<file path="config.mk">
export PLATFORM = sky130hd
export DESIGN_NAME = rowbuff_ctrl_flat
export DESIGN_NICKNAME = d
export VERILOG_FILES = /design/src/rtl/rowbuff_pkg.sv /design/src/rtl/rowbuff_if.sv /design/src/rtl/rowbuff_ctrl.sv /design/src/flat_wrapper.sv
export SDC_FILE = /design/constraint.sdc
export NUM_CORES = 1
export LEC_CHECK = 0
export ABC_AREA = 1
export CORE_AREA = 8 8 73 75
export CTS_CLUSTER_SIZE = 12
export DETAILED_ROUTE_END_ITERATION = 8
export DIE_AREA = 0 0 81 83
export GPL_TIMING_DRIVEN = 0
export HOLD_SLACK_MARGIN = 0.05
export PLACE_DENSITY = 0.73
export SYNTH_ARGS = -nofsm -noshare
export SYNTH_HDL_FRONTEND = slang
export SYNTH_SLANG_ARGS = --single-unit
</file>
<file path="constraint.sdc">
create_clock -name clock -period 2.4 [get_ports clock]
set_input_delay 0.48 -clock clock [delete_from_list [all_inputs] [get_ports clock]]
set_output_delay 0.48 -clock clock [all_outputs]
set_load 0.01 [all_outputs]
</file>
<file path="src/rtl/rowbuff_pkg.sv">
// Shared types and constants for the row buffer fill sequencer.
package rowbuff_pkg;

  localparam int MAT_COUNT_W = 8;

  typedef enum logic [2:0] {
    S_IDLE,
    S_REQ,
    S_WAIT,
    S_FLUSH,
    S_SETTLE,
    S_DONE
  } state_e;

  // Row index width: clog2 of the row count, never narrower than one bit.
  function automatic int row_idx_w(input int n);
    return (n <= 2) ? 1 : $clog2(n);
  endfunction

endpackage

</file>
<file path="src/rtl/rowbuff_if.sv">
// Control, row memory, row buffer and matrix handshake bundle.
interface rowbuff_if #(
  parameter int ADDR_WIDTH = 8,
  parameter int ROW_IDX_W  = 3
);
  import rowbuff_pkg::*;

  logic                   start;
  logic                   abort;
  logic [ADDR_WIDTH-1:0]  baseAddr;
  logic                   memReq;
  logic [ADDR_WIDTH-1:0]  memAddr;
  logic                   memAck;
  logic                   memValid;
  logic                   buffEnable;
  logic                   buffDend;
  logic                   buffSet;
  logic                   matValid;
  logic                   matAck;
  logic                   busy;
  logic [ROW_IDX_W-1:0]   rowIdx;
  logic [MAT_COUNT_W-1:0] matCount;

  // Sequencer side.
  modport slave (
    input  start, abort, baseAddr, memAck, memValid, buffSet, matAck,
    output memReq, memAddr, buffEnable, buffDend, matValid, busy, rowIdx, matCount
  );

  // Environment side: memory, buffer, consumer and controlling host.
  modport master (
    output start, abort, baseAddr, memAck, memValid, buffSet, matAck,
    input  memReq, memAddr, buffEnable, buffDend, matValid, busy, rowIdx, matCount
  );

endinterface

</file>
<file path="src/rtl/rowbuff_ctrl.sv">
// Fills one matrix in the row buffer: fetch ROW_COUNT rows, flush, wait for
// the buffer set flag, then hand the matrix to the compute stage.
module rowbuff_ctrl
  import rowbuff_pkg::*;
#(
  parameter int ROW_COUNT  = 8,
  parameter int ADDR_WIDTH = 8,
  parameter int ROW_IDX_W  = row_idx_w(ROW_COUNT)
) (
  input logic       clock,
  input logic       reset,
  rowbuff_if.slave  bus
);

  localparam logic [ROW_IDX_W-1:0] LAST_ROW = ROW_IDX_W'(ROW_COUNT - 1);

  state_e                 state_q, state_d;
  logic [ADDR_WIDTH-1:0]  base_q, base_d;
  logic [ROW_IDX_W-1:0]   row_q, row_d;
  logic [MAT_COUNT_W-1:0] cnt_q, cnt_d;
  logic [ADDR_WIDTH-1:0]  addr_q;
  logic                   req_q, dend_q, mval_q, busy_q;

  // Next-state, row counter, base latch and completion counter.
  always_comb begin
    state_d = state_q;
    base_d  = base_q;
    row_d   = row_q;
    cnt_d   = cnt_q;
    if (bus.abort) begin
      state_d = S_IDLE;
      row_d   = '0;
    end else begin
      case (state_q)
        S_IDLE: if (bus.start) begin
          base_d  = bus.baseAddr;
          row_d   = '0;
          state_d = S_REQ;
        end
        S_REQ:  if (bus.memAck) state_d = S_WAIT;
        S_WAIT: if (bus.memValid) begin
          if (row_q == LAST_ROW) state_d = S_FLUSH;
          else begin
            row_d   = row_q + 1'b1;
            state_d = S_REQ;
          end
        end
        S_FLUSH:  state_d = S_SETTLE;
        S_SETTLE: if (bus.buffSet) state_d = S_DONE;
        S_DONE:   if (bus.matAck) begin
          cnt_d   = cnt_q + 1'b1;
          state_d = S_IDLE;
        end
        default:  state_d = S_IDLE;
      endcase
    end
  end

  // State plus registered outputs, decoded from the state being entered so
  // they line up with the state register without a decode glitch.
  always_ff @(posedge clock or negedge reset) begin
    if (!reset) begin
      state_q <= S_IDLE;
      base_q  <= '0;
      row_q   <= '0;
      cnt_q   <= '0;
      addr_q  <= '0;
      req_q   <= 1'b0;
      dend_q  <= 1'b0;
      mval_q  <= 1'b0;
      busy_q  <= 1'b0;
    end else begin
      state_q <= state_d;
      base_q  <= base_d;
      row_q   <= row_d;
      cnt_q   <= cnt_d;
      // Address wraps modulo 2^ADDR_WIDTH; only refreshed when (re)entering REQ.
      if (state_d == S_REQ) addr_q <= base_d + ADDR_WIDTH'(row_d);
      req_q   <= (state_d == S_REQ);
      dend_q  <= (state_d == S_FLUSH);
      mval_q  <= (state_d == S_DONE);
      busy_q  <= (state_d != S_IDLE);
    end
  end

  // Buffer strobe is combinational so the row is captured in its valid cycle;
  // abort masks both buffer controls in the abort cycle.
  assign bus.buffEnable = !bus.abort &&
                          ((state_q == S_FLUSH) || ((state_q == S_WAIT) && bus.memValid));
  assign bus.buffDend   = dend_q && !bus.abort;
  assign bus.memReq     = req_q;
  assign bus.memAddr    = addr_q;
  assign bus.matValid   = mval_q;
  assign bus.busy       = busy_q;
  assign bus.rowIdx     = row_q;
  assign bus.matCount   = cnt_q;

endmodule

</file>
<file path="src/flat_wrapper.sv">
// flat-port wrapper written by rule: the top's interface ports become plain ports
module rowbuff_ctrl_flat import rowbuff_pkg::*;
#(
  parameter int ROW_COUNT  = 8,
  parameter int ADDR_WIDTH = 8,
  parameter int ROW_IDX_W  = row_idx_w(ROW_COUNT)
)
  (clock, reset, bus_start, bus_abort, bus_baseAddr, bus_memAck, bus_memValid, bus_buffSet, bus_matAck, bus_memReq, bus_memAddr, bus_buffEnable, bus_buffDend, bus_matValid, bus_busy, bus_rowIdx, bus_matCount);
  rowbuff_if #(.ADDR_WIDTH(ADDR_WIDTH), .ROW_IDX_W(ROW_IDX_W)) bus_i ();
  input logic clock;
  input logic reset;
  input wire logic [$bits(bus_i.start)-1:0] bus_start;
  input wire logic [$bits(bus_i.abort)-1:0] bus_abort;
  input wire logic [$bits(bus_i.baseAddr)-1:0] bus_baseAddr;
  input wire logic [$bits(bus_i.memAck)-1:0] bus_memAck;
  input wire logic [$bits(bus_i.memValid)-1:0] bus_memValid;
  input wire logic [$bits(bus_i.buffSet)-1:0] bus_buffSet;
  input wire logic [$bits(bus_i.matAck)-1:0] bus_matAck;
  output wire logic [$bits(bus_i.memReq)-1:0] bus_memReq;
  output wire logic [$bits(bus_i.memAddr)-1:0] bus_memAddr;
  output wire logic [$bits(bus_i.buffEnable)-1:0] bus_buffEnable;
  output wire logic [$bits(bus_i.buffDend)-1:0] bus_buffDend;
  output wire logic [$bits(bus_i.matValid)-1:0] bus_matValid;
  output wire logic [$bits(bus_i.busy)-1:0] bus_busy;
  output wire logic [$bits(bus_i.rowIdx)-1:0] bus_rowIdx;
  output wire logic [$bits(bus_i.matCount)-1:0] bus_matCount;
  assign bus_i.start = bus_start;
  assign bus_i.abort = bus_abort;
  assign bus_i.baseAddr = bus_baseAddr;
  assign bus_i.memAck = bus_memAck;
  assign bus_i.memValid = bus_memValid;
  assign bus_i.buffSet = bus_buffSet;
  assign bus_i.matAck = bus_matAck;
  assign bus_memReq = bus_i.memReq;
  assign bus_memAddr = bus_i.memAddr;
  assign bus_buffEnable = bus_i.buffEnable;
  assign bus_buffDend = bus_i.buffDend;
  assign bus_matValid = bus_i.matValid;
  assign bus_busy = bus_i.busy;
  assign bus_rowIdx = bus_i.rowIdx;
  assign bus_matCount = bus_i.matCount;
  rowbuff_ctrl #(.ROW_COUNT(ROW_COUNT), .ADDR_WIDTH(ADDR_WIDTH), .ROW_IDX_W(ROW_IDX_W)) u_core (.clock(clock), .reset(reset), .bus(bus_i));
endmodule
</file>
Word-level counts from Yosys, hierarchy flattened
Index checks and enable logic that the tools add are counted.

Equal/unequal tests: 9. Muxes and demuxes: 16. Bitwise operators: 1. Add/sub/neg operators: 3. Reduce and logical (&&, ||, !) cells: 8.

Operators by type and width (number): two-way mux 3 bit (10); two-way mux 8 bit (3); one-hot mux 3 bit (6 select lines) (1); equality test 3 bit (second input constant) (4); equality test 3 x 2 -> 1 bit (second input constant) (3); adder 8 x 1 -> 8 bit (second input constant) (1); adder 8 x 3 -> 8 bit (1); equality test 3 x 1 -> 1 bit (second input constant) (2); one-hot mux 3 bit (2 select lines) (1); adder 3 x 1 -> 3 bit (second input constant) (1); logical AND 1 bit (3); zero test 3 bit (1); AND reduction 3 bit (1); nonzero test 3 bit (1); two-way mux 2 bit (1); zero test 1 bit (1); logical OR 1 bit (1); inverter 1 bit (1).

Output and inout port bits: 24. Logic and storage cells: 46. Register bits: 34.

Longest topological paths before layout
Depth in word-level cells: 6. Depth in mapped cells: 17. Gate-level depth less buffers: 16.

Least setup slack after synthesis
Ideal clock, no wire load.

Path type: reg2reg. Start: register u_core.state_q[2]. End: register u_core.addr_q[6] (netlist: u_core.bus.memAddr[6]). Period minus slack after synthesis: 2.226 ns. Data required time: 2.283 ns. Setup time: 0.117 ns. Stages on the path, launching flop included: 17. Setup slack: 0.174 ns. Data arrival time: 2.109 ns. Path buffers: 0. Cells stage by stage: dfrtp_1 > inv_2 > nand4_1 > inv_2 > nand2_1 > a21oi_1 > a211oi_1 > ha_1 > fa_1 > nand2_1 > nand2_1 > nand3_1 > inv_1 > nand2_1 > nand2_1 > nand3_1 > nand2_1.

Cells in the longest elaborated chain, start to end: 4. Elaborated cells on any way between the ends: 19. Those cells by class: add/sub: 1; eq/ne: 6; mux: 11; reduce/logical: 1.

Ends and longest elaborated chain: start, declared (line rowbuff_ctrl.sv:17) `state_e state_q, state_d;`; start signal, assigned (line rowbuff_ctrl.sv:73) `state_q <= state_d;`; equality test 3 x 2 -> 1 bit / zero test 3 bit (equally long branches) (line rowbuff_ctrl.sv:34) `case (state_q)`; one-hot mux 3 bit (2 select lines) (*) (line rowbuff_ctrl.sv:34); two-way mux 3 bit (*) (line rowbuff_ctrl.sv:30) `if (bus.abort) begin`; via u_core.row_d[0] (line rowbuff_ctrl.sv:19) `logic [ROW_IDX_W-1:0] row_q, row_d;`; adder 8 x 3 -> 8 bit (*) (line rowbuff_ctrl.sv:78) `if (state_d == S_REQ) addr_q <= base_d + ADDR_WIDTH'(row_d);`; end signal, assigned (line rowbuff_ctrl.sv:78); end, declared (line rowbuff_ctrl.sv:21) `logic [ADDR_WIDTH-1:0] addr_q;`.

Mark *: on every way through the listed nets, which the timed path passes. The rest lies on a longest branch. A chain may end at the register's enable or synchronous reset.

Final worst setup path
Start: register u_core.state_q[0]. End: register u_core.addr_q[6] (netlist: u_core.bus.memAddr[6]).

The elaborated chain is that of the path after synthesis.

==> results_dict.tcl <==
set metrics [dict create \
    antenna_found_initial 0 \
    gp_congestion 0.745 \
    total_power_w 0.00176 \
    core-area_sq_um 4200 \
    arrival_ns 2.45 \
    syn_inst 202 \
    layout_common_cells "nand2_1, clkdlybuf4s50_1, dfrtp_1" \
    viasPerCell 4.71 \
    slew_violations 0 \
    grt.overflow.total 0 \
    ys_warn_count 0 \
    dr.pass1.iters 4 \
    fmax_mhz 439 \
    ir_worst_vdd_mv 0.434 \
    dp.cells 292 \
    synth_cell_types 28 \
    n_antenna_cell 0 \
    routedWlPerCell_um 13.3 \
    cts_made_buffers 5 \
    cts_buffer_depth 2 \
    die_w_um 81 \
    route.detailed.drc 0 \
    postSynthAreaPerCell_sq_um 8.89 \
    grt_pass1_wl_um 6820 \
    die_area_sq_um 6720 \
    final_layout_size_suffix_gt1_share_pct 21.5 \
    syn2layout_area_growth_pct 40.0 \
    final_util_pct 59.8 \
    final_common_cell "nand2_1" \
    core.rowCount 24 \
    ys_seq_area_share_pct 47.4 \
    multi_input_area_sq_um 898 \
    grt_pass1_vias 1557 \
    cts_tree "done" \
    regArea_sq_um 852 \
    outcome "finished clean" \
    htree_levels 2 \
    ios 40 \
    cts_num_sinks 34 \
    vias 1451 \
    syn_area_sq_um 1800 \
    clock_latency_ns 0.28 \
    start_util_pct 42.7 \
    root_buffer "clkbuf_8" \
    path_max_fanout 5 \
    fill_cells 363 \
    critical_path_required_ns 2.57 \
    crit_type "reg2reg" \
    clk_pin_slew_worst_paths_ns 0.08 \
    final_cells 308 \
    p_leak_nw 1.25 \
    tightestPinTransition_ns 0.760 \
    placement.io_buffers 38 \
    cap_viol_max_count 0 \
    hold_viol 0 \
    die_height_um 83 \
    syn_nets 224 \
    max-slew-margin-rel_pct 49.3 \
    critPathCaptureType "flip-flop" \
    worst_setup_path_start_kind "flip-flop" \
    nets 277 \
    post-route-min-period_ns 2.28 \
    hpwl_um 2880 \
    grt_max_degree 35 \
    powerDensity_nw_per_um2 700 \
    finClkSkew_ns 0.00750 \
    drtAntennaViolNets 0 \
    routed_wl_um 4090 \
    setup_viol 0 \
    tns_ns 0 \
    drt_iter0_drc 61 \
    grtUsageTotal_pct 12.5 \
    fin_crit_sh_pct 94.9 \
    ys_ff_latch 34 \
    hold_path.class "in2async" \
]
worst max-delay path, stage by stage, from the launching register on:
cell and delay [ns]:
dfrtp_1 0.38, buf_6 0.13, inv_2 0.05, nand4_1 0.10, inv_2 0.11, nand2_4 0.08
a21oi_4 0.17, a211oi_4 0.06, ha_2 0.20, fa_2 0.37, nand2_1 0.09, nand2_1 0.08
nand3_2 0.09, inv_2 0.04, nand2_1 0.05, nand2_1 0.05, nand3_1 0.06, nand2_1 0.05
final timing paths:
check | slack, ns | startpoint | end | cells past startpoint
max reg2reg | 0.12 | u_core.state_q[0]$_DFF_PN0_ | u_core.bus.memAddr[6]$_DFFE_PN0P_ | 17
min reg2reg | 0.47 | u_core.bus.memAddr[0]$_DFFE_PN0P_ | u_core.bus.memAddr[0]$_DFFE_PN0P_ | 2
max | 0.12 | u_core.state_q[0]$_DFF_PN0_ | u_core.bus.memAddr[6]$_DFFE_PN0P_ | 17
min in group clock | 0.47 | u_core.bus.memAddr[0]$_DFFE_PN0P_ | u_core.bus.memAddr[0]$_DFFE_PN0P_ | 2
max in group asynchronous | 1.61 | reset | u_core.state_q[2]$_DFF_PN0_ | 1
min | 0.27 | reset | u_core.state_q[1]$_DFF_PN0_ | 1
logic make-up after synthesis:
kind of cell	after synthesis	synth area share, %
adder cells (fa/ha/maj)	6	4.60
AO/OA/AOI/OAI	11	3.21
buffers and inverters	28	6.48
flip-flops	34	47.4
XOR/XNOR	9	4.39
AND/OR/NAND/NOR	114	33.9
sequential cells by signal (all words and copies together), names as in the netlist:
name / count
u_core.dend_q: 1
u_core.bus.memReq: 1
u_core.state_q: 3
u_core.bus.busy: 1
u_core.bus.matCount: 8
u_core.bus.rowIdx: 3
u_core.base_q: 8
u_core.bus.matValid: 1
u_core.bus.memAddr: 8
synth_stat cells (all sizes together):
cell type / number / share of area, %
a211oi: 1 / 0.42
a21oi: 4 / 1.1
buf: 2 / 1.0
dfrtp: 34 / 47
fa: 1 / 1.1
ha: 5 / 3.5
inv: 26 / 5.4
nand2: 64 / 14
nand3: 21 / 7.5
nand4: 5 / 2.9
nor2: 20 / 6.5
nor3: 3 / 2.0
nor3b: 1 / 1.0
o21ai: 6 / 1.7
xnor2: 5 / 2.4
xor2: 4 / 2.0
final cells by class:
cell class,instances,share of cell area [%]
plain buffers,2,0.747
clock buffers,5,2.74
clock inverters,3,2.74
inverters,26,4.08
multi-input cells,140,35.7
flip-flops and latches,34,33.9
well taps,52,2.59
repair buffers,46,17.5
stage by stage:
stage	cell area [sq um]	setup slack [ns]	hold slack [ns]
floorplan	1800	0.174	0.184
finish	2510	0.122	0.265
CTS	2390	0.00696	0.287
global placement	2240	-0.356	0.460
detailed placement	2240	-0.367	0.458
global route	2510	-0.0639	0.323
repair_timing:
| action | CTS | global route |
|---|---|---|
| setup endpoints to repair | 4 | 5 |
| gates resized for setup | 4 | 18 |
| hold buffers | 0 | 0 |
| pin swaps | 0 | 9 |
| buffers inserted | 1 | 7 |
where the power goes:
| group | switching, W | leakage [nW] | internal [W] |
|---|---|---|---|
| combinational | 0.000226 | 0.744 | 0.000205 |
| sequential | 0.0000406 | 0.434 | 0.000656 |
| clock | 0.000216 | 0.0683 | 0.000416 |
| total | 0.000482 | 1.25 | 0.00128 |
layer usage:
| metal | up-vias | routed length [um] | track usage, % |
|---|---|---|---|
| met1 | 675 | 1770 | 15.2 |
| met5 | - | 0 | 0 |
| met4 | 0 | 44 | 3.09 |
| met2 | 31 | 2020 | 20.4 |
| met3 | 6 | 254 | 4.09 |
| li1 | 739 | - | - |
Power figures use the tool's default switching activity.
